## config.mk

```make
export PLATFORM = sky130hd
export DESIGN_NAME = bus_hold_arbiter_flat
export DESIGN_NICKNAME = d
export VERILOG_FILES = /design/src/rtl/bus_hold_arbiter_if.sv /design/src/rtl/bus_hold_arbiter.sv /design/src/flat_wrapper.sv
export SDC_FILE = /design/constraint.sdc
export NUM_CORES = 1
export LEC_CHECK = 0
export BUFFER_PORTS_ARGS = -buffer_cell sky130_fd_sc_hd__buf_2
export CELL_PAD_IN_SITES_DETAIL_PLACEMENT = 0
export CELL_PAD_IN_SITES_GLOBAL_PLACEMENT = 1
export CORE_ASPECT_RATIO = 1.1
export CORE_UTILIZATION = 42
export CTS_CLUSTER_SIZE = 10
export DETAILED_ROUTE_END_ITERATION = 10
export GPL_TIMING_DRIVEN = 0
export PLACE_DENSITY_LB_ADDON = 0.1
export SETUP_SLACK_MARGIN = 0.15
export SLEW_MARGIN = 20
export SYNTH_ARGS = -nofsm -noshare
export SYNTH_HDL_FRONTEND = slang
export SYNTH_SLANG_ARGS = --single-unit
```

## constraint.sdc

```tcl
create_clock -name CLK -period 2.6 [get_ports CLK]
set_clock_uncertainty 0.15 [all_clocks]
set_input_delay 0.13 -clock CLK [delete_from_list [all_inputs] [get_ports CLK]]
set_output_delay 0.13 -clock CLK [all_outputs]
set_load 0.005 [all_outputs]
```

## src/rtl/bus_hold_arbiter_if.sv

```systemverilog
// Bus-side signals of the 8088 HOLD/HLDA arbiter. The arbiter uses the
// master modport; the processor model and requesters use the slave modport.
interface bus_hold_arbiter_if #(
  parameter int unsigned NUM_REQ = 2
) ();

  logic               HLDA;
  logic [NUM_REQ-1:0] REQ;
  logic               HOLD;
  logic [NUM_REQ-1:0] GNT;
  logic               BUSY;
  logic               TIMEOUT;

  modport master (
    input  HLDA,
    input  REQ,
    output HOLD,
    output GNT,
    output BUSY,
    output TIMEOUT
  );

  modport slave (
    output HLDA,
    output REQ,
    input  HOLD,
    input  GNT,
    input  BUSY,
    input  TIMEOUT
  );

endinterface

```

## src/rtl/bus_hold_arbiter.sv

```systemverilog
// Round-robin arbiter sharing the 8088 local bus between the CPU and NUM_REQ
// bus masters via HOLD/HLDA. Each tenure is bounded by MAX_HOLD_CYCLES and
// followed by at least GAP_CYCLES of CPU ownership. All outputs registered.
module bus_hold_arbiter #(
  parameter int unsigned NUM_REQ         = 2,
  parameter int unsigned MAX_HOLD_CYCLES = 16,
  parameter int unsigned GAP_CYCLES      = 4
) (
  input logic                CLK,
  input logic                RESET,
  bus_hold_arbiter_if.master bus
);

  localparam int unsigned PtrW = (NUM_REQ > 1) ? $clog2(NUM_REQ) : 1;
  localparam int unsigned CntW = $clog2(MAX_HOLD_CYCLES + 1);
  localparam int unsigned GapW = $clog2(GAP_CYCLES + 1);

  typedef enum logic [2:0] {
    StIdle,
    StWaitAck,
    StGrant,
    StRelease,
    StGap
  } state_e;

  state_e             state_q, state_d;
  logic [PtrW-1:0]    ptr_q, ptr_d;
  logic [PtrW-1:0]    win_q, win_d;
  logic [CntW-1:0]    cnt_q, cnt_d;
  logic [GapW-1:0]    gap_q, gap_d;
  logic               hold_q, hold_d;
  logic [NUM_REQ-1:0] gnt_q, gnt_d;
  logic               busy_q, busy_d;
  logic               timeout_q, timeout_d;

  logic [PtrW-1:0]    scan_idx;
  logic [PtrW-1:0]    pick;
  logic               pick_vld;

  // Modulo-NUM_REQ increment for requester indices.
  function automatic logic [PtrW-1:0] next_idx(input logic [PtrW-1:0] i);
    return (i == PtrW'(NUM_REQ - 1)) ? '0 : i + PtrW'(1);
  endfunction

  // Round-robin search: first active request at or above ptr_q, wrapping.
  always_comb begin
    pick     = '0;
    pick_vld = 1'b0;
    scan_idx = ptr_q;
    for (int unsigned k = 0; k < NUM_REQ; k++) begin
      if (!pick_vld && bus.REQ[scan_idx]) begin
        pick     = scan_idx;
        pick_vld = 1'b1;
      end
      scan_idx = next_idx(scan_idx);
    end
  end

  // Next-state and registered-output logic.
  always_comb begin
    state_d   = state_q;
    ptr_d     = ptr_q;
    win_d     = win_q;
    cnt_d     = cnt_q;
    gap_d     = gap_q;
    hold_d    = hold_q;
    gnt_d     = gnt_q;
    timeout_d = 1'b0;

    case (state_q)
      StIdle: begin
        if (pick_vld) begin
          hold_d  = 1'b1;
          state_d = StWaitAck;
        end
      end
      StWaitAck: begin
        if (!pick_vld) begin
          // Everyone withdrew before the CPU let go of the bus.
          hold_d  = 1'b0;
          state_d = StRelease;
        end else if (bus.HLDA) begin
          win_d        = pick;
          gnt_d        = '0;
          gnt_d[pick]  = 1'b1;
          cnt_d        = '0;
          state_d      = StGrant;
        end
      end
      StGrant: begin
        cnt_d = cnt_q + CntW'(1);
        // A lost HLDA is handled like the owner dropping its request.
        if (!bus.HLDA || !bus.REQ[win_q]) begin
          gnt_d   = '0;
          hold_d  = 1'b0;
          ptr_d   = next_idx(win_q);
          state_d = StRelease;
        end else if (cnt_q == CntW'(MAX_HOLD_CYCLES - 1)) begin
          gnt_d     = '0;
          hold_d    = 1'b0;
          ptr_d     = next_idx(win_q);
          timeout_d = 1'b1;
          state_d   = StRelease;
        end
      end
      StRelease: begin
        if (!bus.HLDA) begin
          gap_d   = GapW'(GAP_CYCLES);
          state_d = StGap;
        end
      end
      StGap: begin
        gap_d = gap_q - GapW'(1);
        if (gap_q == GapW'(1)) begin
          state_d = StIdle;
        end
      end
      default: begin
        state_d = StIdle;
        hold_d  = 1'b0;
        gnt_d   = '0;
      end
    endcase

    busy_d = (state_d != StIdle);
  end

  // State and output registers with synchronous reset.
  always_ff @(posedge CLK) begin
    if (RESET) begin
      state_q   <= StIdle;
      ptr_q     <= '0;
      win_q     <= '0;
      cnt_q     <= '0;
      gap_q     <= '0;
      hold_q    <= 1'b0;
      gnt_q     <= '0;
      busy_q    <= 1'b0;
      timeout_q <= 1'b0;
    end else begin
      state_q   <= state_d;
      ptr_q     <= ptr_d;
      win_q     <= win_d;
      cnt_q     <= cnt_d;
      gap_q     <= gap_d;
      hold_q    <= hold_d;
      gnt_q     <= gnt_d;
      busy_q    <= busy_d;
      timeout_q <= timeout_d;
    end
  end

  assign bus.HOLD    = hold_q;
  assign bus.GNT     = gnt_q;
  assign bus.BUSY    = busy_q;
  assign bus.TIMEOUT = timeout_q;

endmodule

```

## src/flat_wrapper.sv

```systemverilog
// flat-port wrapper written by rule: the top's interface ports become plain ports
module bus_hold_arbiter_flat 
#(
  parameter int unsigned NUM_REQ         = 2,
  parameter int unsigned MAX_HOLD_CYCLES = 16,
  parameter int unsigned GAP_CYCLES      = 4
)
  (CLK, RESET, bus_HLDA, bus_REQ, bus_HOLD, bus_GNT, bus_BUSY, bus_TIMEOUT);
  bus_hold_arbiter_if #(.NUM_REQ(NUM_REQ)) bus_i ();
  input logic CLK;
  input logic RESET;
  input wire logic [$bits(bus_i.HLDA)-1:0] bus_HLDA;
  input wire logic [$bits(bus_i.REQ)-1:0] bus_REQ;
  output wire logic [$bits(bus_i.HOLD)-1:0] bus_HOLD;
  output wire logic [$bits(bus_i.GNT)-1:0] bus_GNT;
  output wire logic [$bits(bus_i.BUSY)-1:0] bus_BUSY;
  output wire logic [$bits(bus_i.TIMEOUT)-1:0] bus_TIMEOUT;
  assign bus_i.HLDA = bus_HLDA;
  assign bus_i.REQ = bus_REQ;
  assign bus_HOLD = bus_i.HOLD;
  assign bus_GNT = bus_i.GNT;
  assign bus_BUSY = bus_i.BUSY;
  assign bus_TIMEOUT = bus_i.TIMEOUT;
  bus_hold_arbiter #(.NUM_REQ(NUM_REQ), .MAX_HOLD_CYCLES(MAX_HOLD_CYCLES), .GAP_CYCLES(GAP_CYCLES)) u_core (.CLK(CLK), .RESET(RESET), .bus(bus_i));
endmodule
```

==> impl_metrics.yaml <==
die:
  die_h_um: 52.69
  start_util_pct: 44.00
  die_area_um2: 2533
  placementRows: 18
  die_width_um: 48.08
  design.core.area_um2: 2230
  io-pin-count: 10
setup_path:
  cp_max_fo: 4
  cp_cell_sequence: "ha_1 -> and3_1 -> ha_1 -> or4b_4 -> o22ai_2 -> o21ai_1 -> a21oi_2"
  cp_data_required_time_ns: 2.69
  start_kind: "register"
  critical_path_class: "register to register"
  cpPeakStageDelay_ns: 0.49
  critPathMostFrequentCell: "ha_1"
  cp_slowest_cell: "or4b_4"
  cp-end-kind: "register"
  crit_arrival_ns: 2.10
  r2r_slack_ns: 0.59
sta:
  post-route-period-util_pct: 77.49
  finalSetupTns_ns: 0
  hold_violations: 0
  final-max-slew-violation-count: 0
  fmax_ghz: 0.4963
  rsz0062_at_grt: "no"
  relSlewSlack_pct: 66.03
  setup_viol: 0
  worst_slack_ns: 0.5851
  tightest_slew_ns: 0.5096
  fin_crit_ns: 2.015
global_route:
  grt.overflow.total: 0
  grt_use_met1_pct: 28.36
  track_usage_pct: 19.23
  grtUsageMet3_pct: 3.103
  busiest_layer: "met1"
  antenna_found_initial: 0
  met2_usage_pct: 25.45
  grt_pass1_wl_mm: 3.263
  grt_max_degree: 11
  grt_pass1_vias: 724
cells_and_area:
  drive_gt1_share_pct: 19.35
  n_antenna_cell: 0
  nFillCells: 222
  areaGrowthSynthToFinish_pct: 10.71
  nets: 135
  fin_area_um2: 1086
clocking:
  htreeDepth: 1
  post_cts_buffers: 0
  cts-root-buf: "clkbuf_4"
  clockBufferDepth: 2
  insertion_delay_ns: 0.30
  clock_sinks: 18
  cts.clk_slew.worst_paths_ns: 0.10
  cts_buffers: 3
  cts_tree: "yes"
logic_synthesis:
  synth_xor_area_share_pct: 1.786
  synth-adder-area-share_pct: 5.102
  seq_area_frac_synth_pct: 36.73
  syn_nets: 122
  synthMuxAreaShare_pct: 2.041
  synth_top_family_by_area: "simple AND/OR/NAND/NOR gates"
  synthesis.area_um2: 980.9
  yosysUniqueCellTypes: 40
  ys_warn_count: 0
  syn-mean-instance-area_um2: 8.681
  synth_compound_area_share_pct: 23.21
  postSynthCellCount: 113
  ys_ff_latch: 18
  synth-simple-area-share_pct: 24.11
placement:
  dp_hpwl_mm: 1.495
  post-place-ws_ns: 0.5906
  placed_cell_area_um2: 1054
  gp_congestion: 0.7639
  numPortBuffers: 7
power:
  p_leak_nw: 0.3918
  total_power_mw: 0.6452
  power_density_nw_per_um2: 594.1
  vdd_drop_max_uv: 282.5
detailed_routing:
  antenna_left: 0
  totalWireLength_mm: 2.023
  drtIter0Drc: 16
  first_pass_iters: 5
  wl_per_cell_um: 13.14
  via_per_inst: 5.558
  route.detailed.drc: 0
  vias: 856
flow_run:
  drv_cap: 0
worst_hold_path:
  min_path_type: "primary input to register"
outcome:
  status: "complete, no violations"
-- placed cells by master, fill, tap and decap left out, types with 3 or more instances in the layout --
cell type  instances
inv_1              7
nor3_1             3
nor2_1             3
clkbuf_4           3
dfxtp_1           18
ha_1               4
nand3b_1           3
nand2b_1           3
buf_2             10
o21ai_0            7
a21oi_1            8
a211oi_1           3
o21ai_1            3
nand3_1            3
nand2_1           11
-- final cells by class --
cell class                      count  area, um^2  area share [%]
Buffer                              8       42.54           3.917
Clock buffer                        3       22.52           2.074
Inverter                            7       26.28           2.419
Multi-Input combinational cell     80       551.8           50.81
Sequential cell                    18       360.3           33.18
Tap cell                           30       37.54           3.456
Timing Repair Buffer                8       45.04           4.147
-- worst max-delay path, delay by kind of cell (launching register included) --
| kind | cells | cell delay [ns] |
|---|---|---|
| adders and majority gates | 2 | 0.45 |
| and+or+nand+nor | 2 | 0.68 |
| AOI/OAI and AO/OA | 3 | 0.34 |
| DFF | 1 | 0.34 |
-- metrics by stage --
stage | cells | hold WS (ns) | util [%]
finish | 154 | 0.07608 | 48.71
CTS | 154 | 0.07697 | 48.71
global route | 154 | 0.08762 | 48.71
detailed placement | 150 | 0.2934 | 47.25
floorplan | 113 | 0.1707 | -
global placement | 150 | 0.2929 | 47.25
-- flip-flops by register name, indices dropped and copies added (netlist names) --
register,cells
u_core.gap_q,3
u_core.ptr_q,1
u_core.bus.BUSY,1
u_core.bus.HOLD,1
u_core.bus.TIMEOUT,1
u_core.bus.GNT,2
u_core.state_q,3
u_core.cnt_q,5
u_core.win_q,1
-- per-layer routing --
metal,vias up,wire length (um)
met4,0,48
met5,-,0
li1,430,-
met2,15,914
met3,5,48
met1,406,1012
-- where the power goes --
part | leakage [nW] | switching [mW] | internal [mW] | total, mW
combinational | 0.231 | 0.102 | 0.0845 | 0.187
clock | 0.0138 | 0.0851 | 0.0540 | 0.139
sequential | 0.147 | 0.0184 | 0.301 | 0.319
-- cell usage after synthesis --
library cell / n / area (um^2)
dfxtp_1: 18 / 360.4
nand2_1: 11 / 41.29
a21oi_1: 8 / 40.04
inv_1: 7 / 26.28
o21ai_0: 7 / 35.03
ha_1: 4 / 50.05
a211oi_1: 3 / 22.52
buf_2: 3 / 15.01
nand2b_1: 3 / 18.77
nand3_1: 3 / 15.01
nand3b_1: 3 / 22.52
nor2_1: 3 / 11.26
nor3_1: 3 / 15.01
o21ai_1: 3 / 15.01
a31oi_1: 2 / 12.51
clkbuf_1: 2 / 7.510
mux2i_1: 2 / 20.02
nor2b_1: 2 / 12.51
nor3b_1: 2 / 15.01
nor3b_2: 2 / 25.02
nor4_1: 2 / 12.51
xor2_1: 2 / 17.52
a21oi_2: 1 / 8.760
a32o_1: 1 / 10.01
and3_1: 1 / 6.260
and4bb_2: 1 / 12.51
buf_1: 1 / 3.750
buf_6: 1 / 11.26
clkbuf_2: 1 / 5.000
nand4_1: 1 / 6.260
o211ai_1: 1 / 7.510
o21a_1: 1 / 7.510
o21ba_2: 1 / 10.01
o221a_2: 1 / 11.26
o22ai_2: 1 / 12.51
o32a_1: 1 / 10.01
o41ai_1: 1 / 8.760
o41ai_2: 1 / 16.27
or3b_1: 1 / 8.760
or4b_4: 1 / 13.76
-- worst paths after layout --
kind                   start                 to  cells after the start
max          u_core.cnt_q[0]  u_core.bus.GNT[1]                      7
min               bus_REQ[0]    u_core.cnt_q[3]                      3
max reg2reg  u_core.cnt_q[0]  u_core.bus.GNT[1]                      7
min reg2reg  u_core.gap_q[1]    u_core.gap_q[1]                      2
-- kinds of logic (layout without fill, tap and decap cells) --
logic type | Yosys count | count (layout)
muxes | 2 | 2
AOI/OAI and AO/OA | 33 | 33
adders and majority gates | 4 | 4
buffers and inverters | 15 | 26
xor gates and xnor gates | 2 | 2
DFF | 18 | 18
and+or+nand+nor | 39 | 39
-- timing repair --
action                                 4_1_cts  5_1_grt
resized for setup                            0        0
hold buffers                                 1        0
endpoints found under the hold margin        1        0
Note: power is estimated with default switching activity, not from simulation.
